--- src/rtl/ex_wb_collector_if.sv ---
// EX -> writeback collector bus. This covers the EX result handshake, the
// register-file write port and the operand-forwarding lookup. The collector
// uses the slave modport. The EX stage, register file or bench uses master.
interface ex_wb_collector_if;
    logic        ex_valid_i;
    logic        regfile_alu_we_fw_i;
    logic [5:0]  regfile_alu_waddr_fw_i;
    logic [31:0] regfile_alu_wdata_fw_i;
    logic        wb_ready_o;
    logic        rf_we_o;
    logic [5:0]  rf_waddr_o;
    logic [31:0] rf_wdata_o;
    logic        rf_ready_i;
    logic [5:0]  fwd_raddr_i;
    logic        fwd_hit_o;
    logic [31:0] fwd_data_o;
    logic [15:0] retired_cnt_o;

    modport slave (
        input  ex_valid_i, regfile_alu_we_fw_i, regfile_alu_waddr_fw_i,
               regfile_alu_wdata_fw_i, rf_ready_i, fwd_raddr_i,
        output wb_ready_o, rf_we_o, rf_waddr_o, rf_wdata_o,
               fwd_hit_o, fwd_data_o, retired_cnt_o
    );

    modport master (
        output ex_valid_i, regfile_alu_we_fw_i, regfile_alu_waddr_fw_i,
               regfile_alu_wdata_fw_i, rf_ready_i, fwd_raddr_i,
        input  wb_ready_o, rf_we_o, rf_waddr_o, rf_wdata_o,
               fwd_hit_o, fwd_data_o, retired_cnt_o
    );
endinterface

--- src/rtl/ex_wb_collector.sv ---
// EX -> writeback collector.
// EX results are buffered in a 2-entry in-order FIFO and drained to the
// register-file write port. Writes to x0 and results with we=0 are accepted
// but dropped. wb_ready_o comes straight from a flop.
// Optional feature: define EX_WB_FWD_EN to build the operand-forwarding
// lookup over pending entries. Without it, fwd_hit_o and fwd_data_o are tied to 0.
module ex_wb_collector (
    input  logic              clk,
    input  logic              rst,
    ex_wb_collector_if.slave  bus
);
    localparam int DEPTH = 2;

    logic [5:0]  addr_mem [DEPTH];
    logic [31:0] data_mem [DEPTH];

    logic        rd_ptr_reg;
    logic        wr_ptr_reg;
    logic [1:0]  occ_reg;
    logic [1:0]  occ_next;
    logic        wb_ready_reg;
    logic [15:0] cnt_reg;

    logic        accept;
    logic        push;
    logic        pop;
    logic        not_empty;

    // Handshake decode and next occupancy. A push and a pop in the same cycle cancel out.
    always_comb begin
        not_empty = (occ_reg != 2'd0);
        accept    = bus.ex_valid_i & wb_ready_reg;
        push      = accept & bus.regfile_alu_we_fw_i & (bus.regfile_alu_waddr_fw_i != 6'd0);
        pop       = not_empty & bus.rf_ready_i;
        occ_next  = occ_reg;
        if (push && !pop) begin
            occ_next = occ_reg + 2'd1;
        end else if (!push && pop) begin
            occ_next = occ_reg - 2'd1;
        end
    end

    // Pointers, occupancy, registered ready and the retired counter. Reset takes priority.
    always_ff @(posedge clk) begin
        if (rst) begin
            rd_ptr_reg   <= 1'b0;
            wr_ptr_reg   <= 1'b0;
            occ_reg      <= 2'd0;
            wb_ready_reg <= 1'b1;
            cnt_reg      <= 16'd0;
        end else begin
            occ_reg      <= occ_next;
            wb_ready_reg <= (occ_next != 2'd2);
            if (push) begin
                wr_ptr_reg <= ~wr_ptr_reg;
            end
            if (pop) begin
                rd_ptr_reg <= ~rd_ptr_reg;
            end
            if (accept) begin
                cnt_reg <= cnt_reg + 16'd1;
            end
        end
    end

    // Entry storage. Stale contents are harmless because the outputs are gated by occupancy.
    generate
        for (genvar gi = 0; gi < DEPTH; gi++) begin : g_entry
            always_ff @(posedge clk) begin
                if (!rst && push && (wr_ptr_reg == gi[0])) begin
                    addr_mem[gi] <= bus.regfile_alu_waddr_fw_i;
                    data_mem[gi] <= bus.regfile_alu_wdata_fw_i;
                end
            end
        end
    endgenerate

    assign bus.wb_ready_o    = wb_ready_reg;
    assign bus.rf_we_o       = not_empty;
    assign bus.rf_waddr_o    = not_empty ? addr_mem[rd_ptr_reg] : 6'd0;
    assign bus.rf_wdata_o    = not_empty ? data_mem[rd_ptr_reg] : 32'd0;
    assign bus.retired_cnt_o = cnt_reg;

`ifdef EX_WB_FWD_EN
    logic [DEPTH-1:0] entry_valid;
    logic [DEPTH-1:0] entry_match;
    logic             fwd_hit;
    logic [31:0]      fwd_data;

    generate
        for (genvar gi = 0; gi < DEPTH; gi++) begin : g_fwd
            // The head is valid at occupancy 1 or more. Both entries are valid at occupancy 2.
            assign entry_valid[gi] = (occ_reg == 2'd2) ||
                                     ((occ_reg == 2'd1) && (rd_ptr_reg == gi[0]));
            assign entry_match[gi] = entry_valid[gi] &&
                                     (addr_mem[gi] == bus.fwd_raddr_i) &&
                                     (bus.fwd_raddr_i != 6'd0);
        end
    endgenerate

    // Look at the older head entry first. A match in the younger entry overrides it.
    always_comb begin
        fwd_hit  = 1'b0;
        fwd_data = 32'd0;
        if (entry_match[rd_ptr_reg]) begin
            fwd_hit  = 1'b1;
            fwd_data = data_mem[rd_ptr_reg];
        end
        if (entry_match[~rd_ptr_reg]) begin
            fwd_hit  = 1'b1;
            fwd_data = data_mem[~rd_ptr_reg];
        end
    end

    assign bus.fwd_hit_o  = fwd_hit;
    assign bus.fwd_data_o = fwd_data;
`else
    logic unused_fwd_raddr;
    assign unused_fwd_raddr = ^bus.fwd_raddr_i;
    assign bus.fwd_hit_o    = 1'b0;
    assign bus.fwd_data_o   = 32'd0;
`endif

endmodule

--- src/flat_wrapper.sv ---
// flat-port wrapper written by rule: the top's interface ports become plain ports
module ex_wb_collector_flat 
  (clk, rst, bus_ex_valid_i, bus_regfile_alu_we_fw_i, bus_regfile_alu_waddr_fw_i, bus_regfile_alu_wdata_fw_i, bus_rf_ready_i, bus_fwd_raddr_i, bus_wb_ready_o, bus_rf_we_o, bus_rf_waddr_o, bus_rf_wdata_o, bus_fwd_hit_o, bus_fwd_data_o, bus_retired_cnt_o);
  ex_wb_collector_if bus_i ();
  input  logic clk;
  input  logic rst;
  input wire logic [$bits(bus_i.ex_valid_i)-1:0] bus_ex_valid_i;
  input wire logic [$bits(bus_i.regfile_alu_we_fw_i)-1:0] bus_regfile_alu_we_fw_i;
  input wire logic [$bits(bus_i.regfile_alu_waddr_fw_i)-1:0] bus_regfile_alu_waddr_fw_i;
  input wire logic [$bits(bus_i.regfile_alu_wdata_fw_i)-1:0] bus_regfile_alu_wdata_fw_i;
  input wire logic [$bits(bus_i.rf_ready_i)-1:0] bus_rf_ready_i;
  input wire logic [$bits(bus_i.fwd_raddr_i)-1:0] bus_fwd_raddr_i;
  output wire logic [$bits(bus_i.wb_ready_o)-1:0] bus_wb_ready_o;
  output wire logic [$bits(bus_i.rf_we_o)-1:0] bus_rf_we_o;
  output wire logic [$bits(bus_i.rf_waddr_o)-1:0] bus_rf_waddr_o;
  output wire logic [$bits(bus_i.rf_wdata_o)-1:0] bus_rf_wdata_o;
  output wire logic [$bits(bus_i.fwd_hit_o)-1:0] bus_fwd_hit_o;
  output wire logic [$bits(bus_i.fwd_data_o)-1:0] bus_fwd_data_o;
  output wire logic [$bits(bus_i.retired_cnt_o)-1:0] bus_retired_cnt_o;
  assign bus_i.ex_valid_i = bus_ex_valid_i;
  assign bus_i.regfile_alu_we_fw_i = bus_regfile_alu_we_fw_i;
  assign bus_i.regfile_alu_waddr_fw_i = bus_regfile_alu_waddr_fw_i;
  assign bus_i.regfile_alu_wdata_fw_i = bus_regfile_alu_wdata_fw_i;
  assign bus_i.rf_ready_i = bus_rf_ready_i;
  assign bus_i.fwd_raddr_i = bus_fwd_raddr_i;
  assign bus_wb_ready_o = bus_i.wb_ready_o;
  assign bus_rf_we_o = bus_i.rf_we_o;
  assign bus_rf_waddr_o = bus_i.rf_waddr_o;
  assign bus_rf_wdata_o = bus_i.rf_wdata_o;
  assign bus_fwd_hit_o = bus_i.fwd_hit_o;
  assign bus_fwd_data_o = bus_i.fwd_data_o;
  assign bus_retired_cnt_o = bus_i.retired_cnt_o;
  ex_wb_collector u_core (.clk(clk), .rst(rst), .bus(bus_i));
endmodule
--- config.mk ---
export PLATFORM = sky130hd
export DESIGN_NAME = ex_wb_collector_flat
export DESIGN_NICKNAME = d
export VERILOG_FILES = /design/src/rtl/ex_wb_collector_if.sv /design/src/rtl/ex_wb_collector.sv /design/src/flat_wrapper.sv
export SDC_FILE = /design/constraint.sdc
export NUM_CORES = 1
export LEC_CHECK = 0
export CAP_MARGIN = 10
export CORE_MARGIN = 3
export CORE_UTILIZATION = 49
export DETAILED_ROUTE_END_ITERATION = 10
export GPL_ROUTABILITY_DRIVEN = 1
export PLACE_DENSITY_LB_ADDON = 0.08
export SLEW_MARGIN = 10
export SYNTH_ARGS = -nofsm -noshare
export SYNTH_HDL_FRONTEND = slang
export SYNTH_SLANG_ARGS = --single-unit
--- constraint.sdc ---
create_clock -name clk -period 8.61 [get_ports clk]
set_clock_uncertainty 0.05 [all_clocks]
set_input_delay 1.722 -clock clk [delete_from_list [all_inputs] [get_ports clk]]
set_output_delay 1.722 -clock clk [all_outputs]
set_load 0.02 [all_outputs]
======== Yosys cells after proc, flatten, opt, wreduce, memory -nomap -nowiden ========
Memory sizes are Yosys's and may differ from the RTL's. A register that Yosys moved wholly into a read port is not among the register bits.
Cells that the tools add are included.
storage, ports and cells
  register bits after elaboration ......... 21
  RAM bits ................................ 76
  input bits .............................. 49
  output and inout bits ................... 89
  memories kept ........................... 2
memories
  memory           words  bits a word  rd ports  clocked after memory_dff  wr ports  RTL line               RTL
  u_core.data_mem  2      32           1         1                         1         ex_wb_collector.sv:15  logic [31:0] data_mem [DEPTH];
  u_core.addr_mem  2      6            1         1                         1         ex_wb_collector.sv:14  logic [5:0] addr_mem [DEPTH];
cells by class
  add/subtract/negate cells ............... 3
  eq/ne operators ......................... 1
  multiplexer cells ....................... 18
  bitwise operators ....................... 6
  reduce and logical (&&, ||, !) cells .... 12
operators by type and width
  operator                 count
  $mux W32                 2
  $reduce_or A32 Y1        1
  $add A16 B1 Y16 const B  1
  $mux W1                  12
  $mux W6                  2
  $reduce_bool A6 Y1       1
  $reduce_or A6 Y1         1
  $logic_and A1 B1 Y1      5
  $and A1 B1 Y1            4
  $mux W2                  2
  $logic_not A1 Y1         3
  $add A2 B1 Y2 const B    1
  $ne A2 B2 Y1 const B     1
  $not A1 Y1               2
  $reduce_bool A2 Y1       1
  $sub A2 B1 Y2 const B    1

======== Logic depth before layout (Yosys ltp) ========
  word-level depth ........................ 9
  gate-level depth with buffers ........... 7
  mapped depth without buffers ............ 6

======== Least setup slack after synthesis ========
Ideal clock, no wire load.
  path type ............................... input-to-reg
  start ................................... input bus_regfile_alu_we_fw_i
  end ..................................... memory u_core.addr_mem[0][0] (enable)
  arrival time ............................ 4970 ps
  required time ........................... 8072 ps
  slack ................................... 3101 ps
  stages .................................. 3
  buffers on the path ..................... 0
  cells stage by stage .................... nand3_1 -> a21oi_2 -> nor3b_1
between the ends
  longest elaborated chain between the ends .. 8
RTL lines
  what                               RTL line               RTL
  start, declared                    flat_wrapper.sv:8      input wire logic [$bits(bus_i.regfile_alu_we_fw_i)-1:0] bus_regfile_alu_we_fw_i;
  $and A1 B1 Y1 (*) (2 in a row)     ex_wb_collector.sv:33  push = accept & bus.regfile_alu_we_fw_i & (bus.regfile_alu_waddr_fw_i != 6'd0);
  $logic_and A1 B1 Y1 (*)            ex_wb_collector.sv:70  if (!rst && push && (wr_ptr_reg == gi[0])) begin
  $logic_and A1 B1 Y1                ex_wb_collector.sv:70
  $mux W1                            ex_wb_collector.sv:70
  $mux W1 (not written as such)      ex_wb_collector.sv:71  addr_mem[gi] <= bus.regfile_alu_waddr_fw_i;
  $reduce_or A6 Y1 (no source line)  n/a
  $mux W1 (no source line)           n/a
  end, declared                      ex_wb_collector.sv:14
Mark *: on every way between the ends. The rest lies on a longest branch, timed or not.

======== Worst setup path after layout ========
  start ................................... register u_core.occ_reg[0]
  end ..................................... output bus_rf_wdata_o[14]
between the ends
  longest elaborated chain between the ends .. 2
RTL lines
  what                    RTL line               RTL
  start, declared         ex_wb_collector.sv:19  logic [1:0] occ_reg;
  start signal, assigned  ex_wb_collector.sv:52  occ_reg <= occ_next;
  $reduce_bool A2 Y1      ex_wb_collector.sv:31  not_empty = (occ_reg != 2'd0);
  $mux W32                ex_wb_collector.sv:81  assign bus.rf_wdata_o = not_empty ? data_mem[rd_ptr_reg] : 32'd0;
  end, declared           flat_wrapper.sv:16     output wire logic [$bits(bus_i.rf_wdata_o)-1:0] bus_rf_wdata_o;
Every way passes these cells.

==> results.cfg <==
[logic_synthesis]
yosysTopAreaCell = edfxtp_1
ys_warn_count = 0
async_reset_ff_share_pct = 0
synthFlopType = edfxtp_1
ys_top_cells_by_area = edfxtp_1, dfxtp_1, mux2i_1
netlist_instances = 317
synth_edf_count = 76
syn-cell-area_sq_mm = 0.00414
syn_area_per_cell_sq_um = 13.0
yosysTopAreaCellShare_pct = 55.2
yosysUniqueCellTypes = 38
synth-seq-area-share_pct = 65.8
yosys_register_bits = 98

[routing]
num_vias = 2602
drcViolationCount = 0
dr.pass1.iters = 5
viasPerCell = 4.99
postRouteAntennaNets = 0
routed_wl_um = 7660
wl_per_cell_um = 14.7
detail_route.iter0.violations = 90

[finish]
top_register = u_core.data_mem
fin_nets = 465
fin_cells = 521
drive_gt1_share_pct = 6.68
antennaDiodeCount = 0
areaGrowthSynthToFinish_pct = 27.6
largest_reg_flops = 64

[clock_network]
clockBufferDepth = 2
post_cts_buffers = 0
clkTransAtPathRegs_ps = 90
numCtsBuffers = 9
cts_tree = done
cts_hold_buf = 0
clock_sinks = 98
cts_resized = 0
cts-root-buf = clkbuf_8
h-tree-depth = 3
clock_latency_ps = 360

[placement]
io_buffers = 98
routabilityCongestion = 0.740
post-place-cells = 505
dpl.hpwl_um = 5010
dp_slack_ps = 4440

[timing]
fmax_mhz = 247
fin_crit_ps = 4060
min_period_over_period_pct = 47.1
grt_setup_unrepaired = false
relSlewSlack_pct = 38.0
finalHoldViolCount = 0
fin_tns_setup_ps = 0
fin_ws_ps = 4550
setup_viol = 0
worst_pin_slew_ps = 928
finalMaxSlewViolations = 0

[die]
ios = 138
core.rowCount = 32
initial_core_util_pct = 51.9
die_area_sq_mm = 0.00958
coreArea_sq_mm = 0.00797
die_x_um = 97.9
die_h_um = 97.9

[global_routing]
globalRouteOverflowTotal = 0
grt_usage_pct = 16.3
antenna_found_initial = 0
grt_pass1_wl_um = 12400
grt_max_degree = 42
grt_pass1_vias = 2532

[setup_path]
cp_slowest_stage_delay_ps = 730
cp_cell_sequence = inv_1 -> ha_2 -> nor2_1 -> clkdlybuf4s50_1
startpoint_type = register
crit_arrival_ps = 2280
cp.depth = 4
critPathMaxFanout = 41
end_kind = primary output
reg2reg_depth = 3
crit_required_ps = 6840
cp_num_buf_inv = 2
cpLargestDelayFamily = adder cells
crit_type = reg2out
worst_path_max_delay_cell = ha_2

[power_and_ir_drop]
p_leak_nw = 1.76
ir_drop_uv = 165
powerDensity_mw_per_mm2 = 262

[min_path]
holdPathStages = 2
min_path_type = reg2reg

[outcome]
status = completed

[job]
cap_violations = 0
==> cells in the mapped netlist (2+ instances only) <==
master / n
or3_1: 3
or3_2: 2
and4_1: 2
nand4_1: 4
nor2_1: 54
xnor2_1: 6
nand2_1: 10
buf_2: 3
clkbuf_1: 9
mux2i_1: 39
nor3_1: 2
buf_4: 33
a21oi_1: 7
or4_1: 2
inv_1: 3
xor2_1: 7
edfxtp_1: 76
nand3_1: 8
o21ai_0: 5
dfxtp_1: 22
ha_1: 2
o31ai_1: 2
==> per-layer routing <==
layer | GRT usage, % | vias to the layer above | routed length (um)
met3 | 4.07 | 10 | 454
met5 | 0 | - | 0
met4 | 5.75 | 0 | 95
met2 | 27.1 | 95 | 3740
met1 | 20.9 | 1238 | 3370
li1 | - | 1259 | -
==> where the power goes <==
| part | leakage, nW | switching, mW | internal, mW |
|---|---|---|---|
| combinational | 0.801 | 0.303 | 0.244 |
| clock | 0.0916 | 0.155 | 0.133 |
| sequential | 0.868 | 0.0121 | 0.533 |
| total | 1.76 | 0.470 | 0.910 |
==> final cells by class <==
type	count	area, sq um
clock buffers	9	124
clock inverters	7	68.8
fillers	623	2690
inverters	3	11.3
multi-input cells	201	1220
flip-flops and latches	98	2720
well taps	102	128
repair buffers	101	1000
==> metrics by stage <==
step | hold WS (ps) | area, sq um | utilization (%) | total power, mW
finish | 443 | 5280 | 66.2 | 1.38
global route | 468 | 5280 | 66.2 | 1.45
CTS | 441 | 5280 | 66.2 | 1.40
detailed placement | 425 | 5080 | 63.8 | 1.11
global placement | 418 | 5080 | 63.8 | 1.11
floorplan | 431 | 4260 | - | 0.890
==> placed cells by master, fill, tap and decap left out, types with 2 or more instances in the layout <==
master,Yosys,final
a21oi_1,7,7
and4_1,2,2
buf_4,33,3
clkbuf_8,0,9
clkdlybuf4s50_1,0,98
clkinv_2,0,2
clkinvlp_4,0,2
conb_1,1,33
dfxtp_1,22,21
edfxtp_1,76,76
inv_1,3,3
mux2i_1,39,39
nand2_1,10,10
nand3_1,8,8
nand4_1,4,4
nor2_1,54,54
nor3_1,2,2
o21ai_0,5,5
o31ai_1,2,2
or3_1,3,3
or3_2,2,2
or4_1,2,2
xnor2_1,6,6
xor2_1,7,7
==> cells by family after synthesis <==
kind of cell,synth area share [%]
buf+inv,7.81
xor+xnor,2.75
flops,65.8
compound gates,2.60
other cells,0.0907
simple gates,10.9
fa+ha+maj,0.605
mux,9.44
==> final timing paths <==
kind / startpoint / slack, ps / end
worst max-delay path: u_core.occ_reg[0] / 4550 / bus_rf_wdata_o[14]
worst min-delay path: u_core.bus.retired_cnt_o[15] / 440 / u_core.bus.retired_cnt_o[15]
worst max register to register: u_core.bus.wb_ready_o / 6340 / u_core.addr_mem[1][4]
worst min register to register: u_core.bus.retired_cnt_o[15] / 440 / u_core.bus.retired_cnt_o[15]
==> worst register-to-register path, cell delays in order (launching register included) <==
cell and delay, ps:
dfxtp_1 450, nand3_1 140, a21oi_2 350, and3b_2 890
No activity file was read; power rests on OpenSTA's default activity.
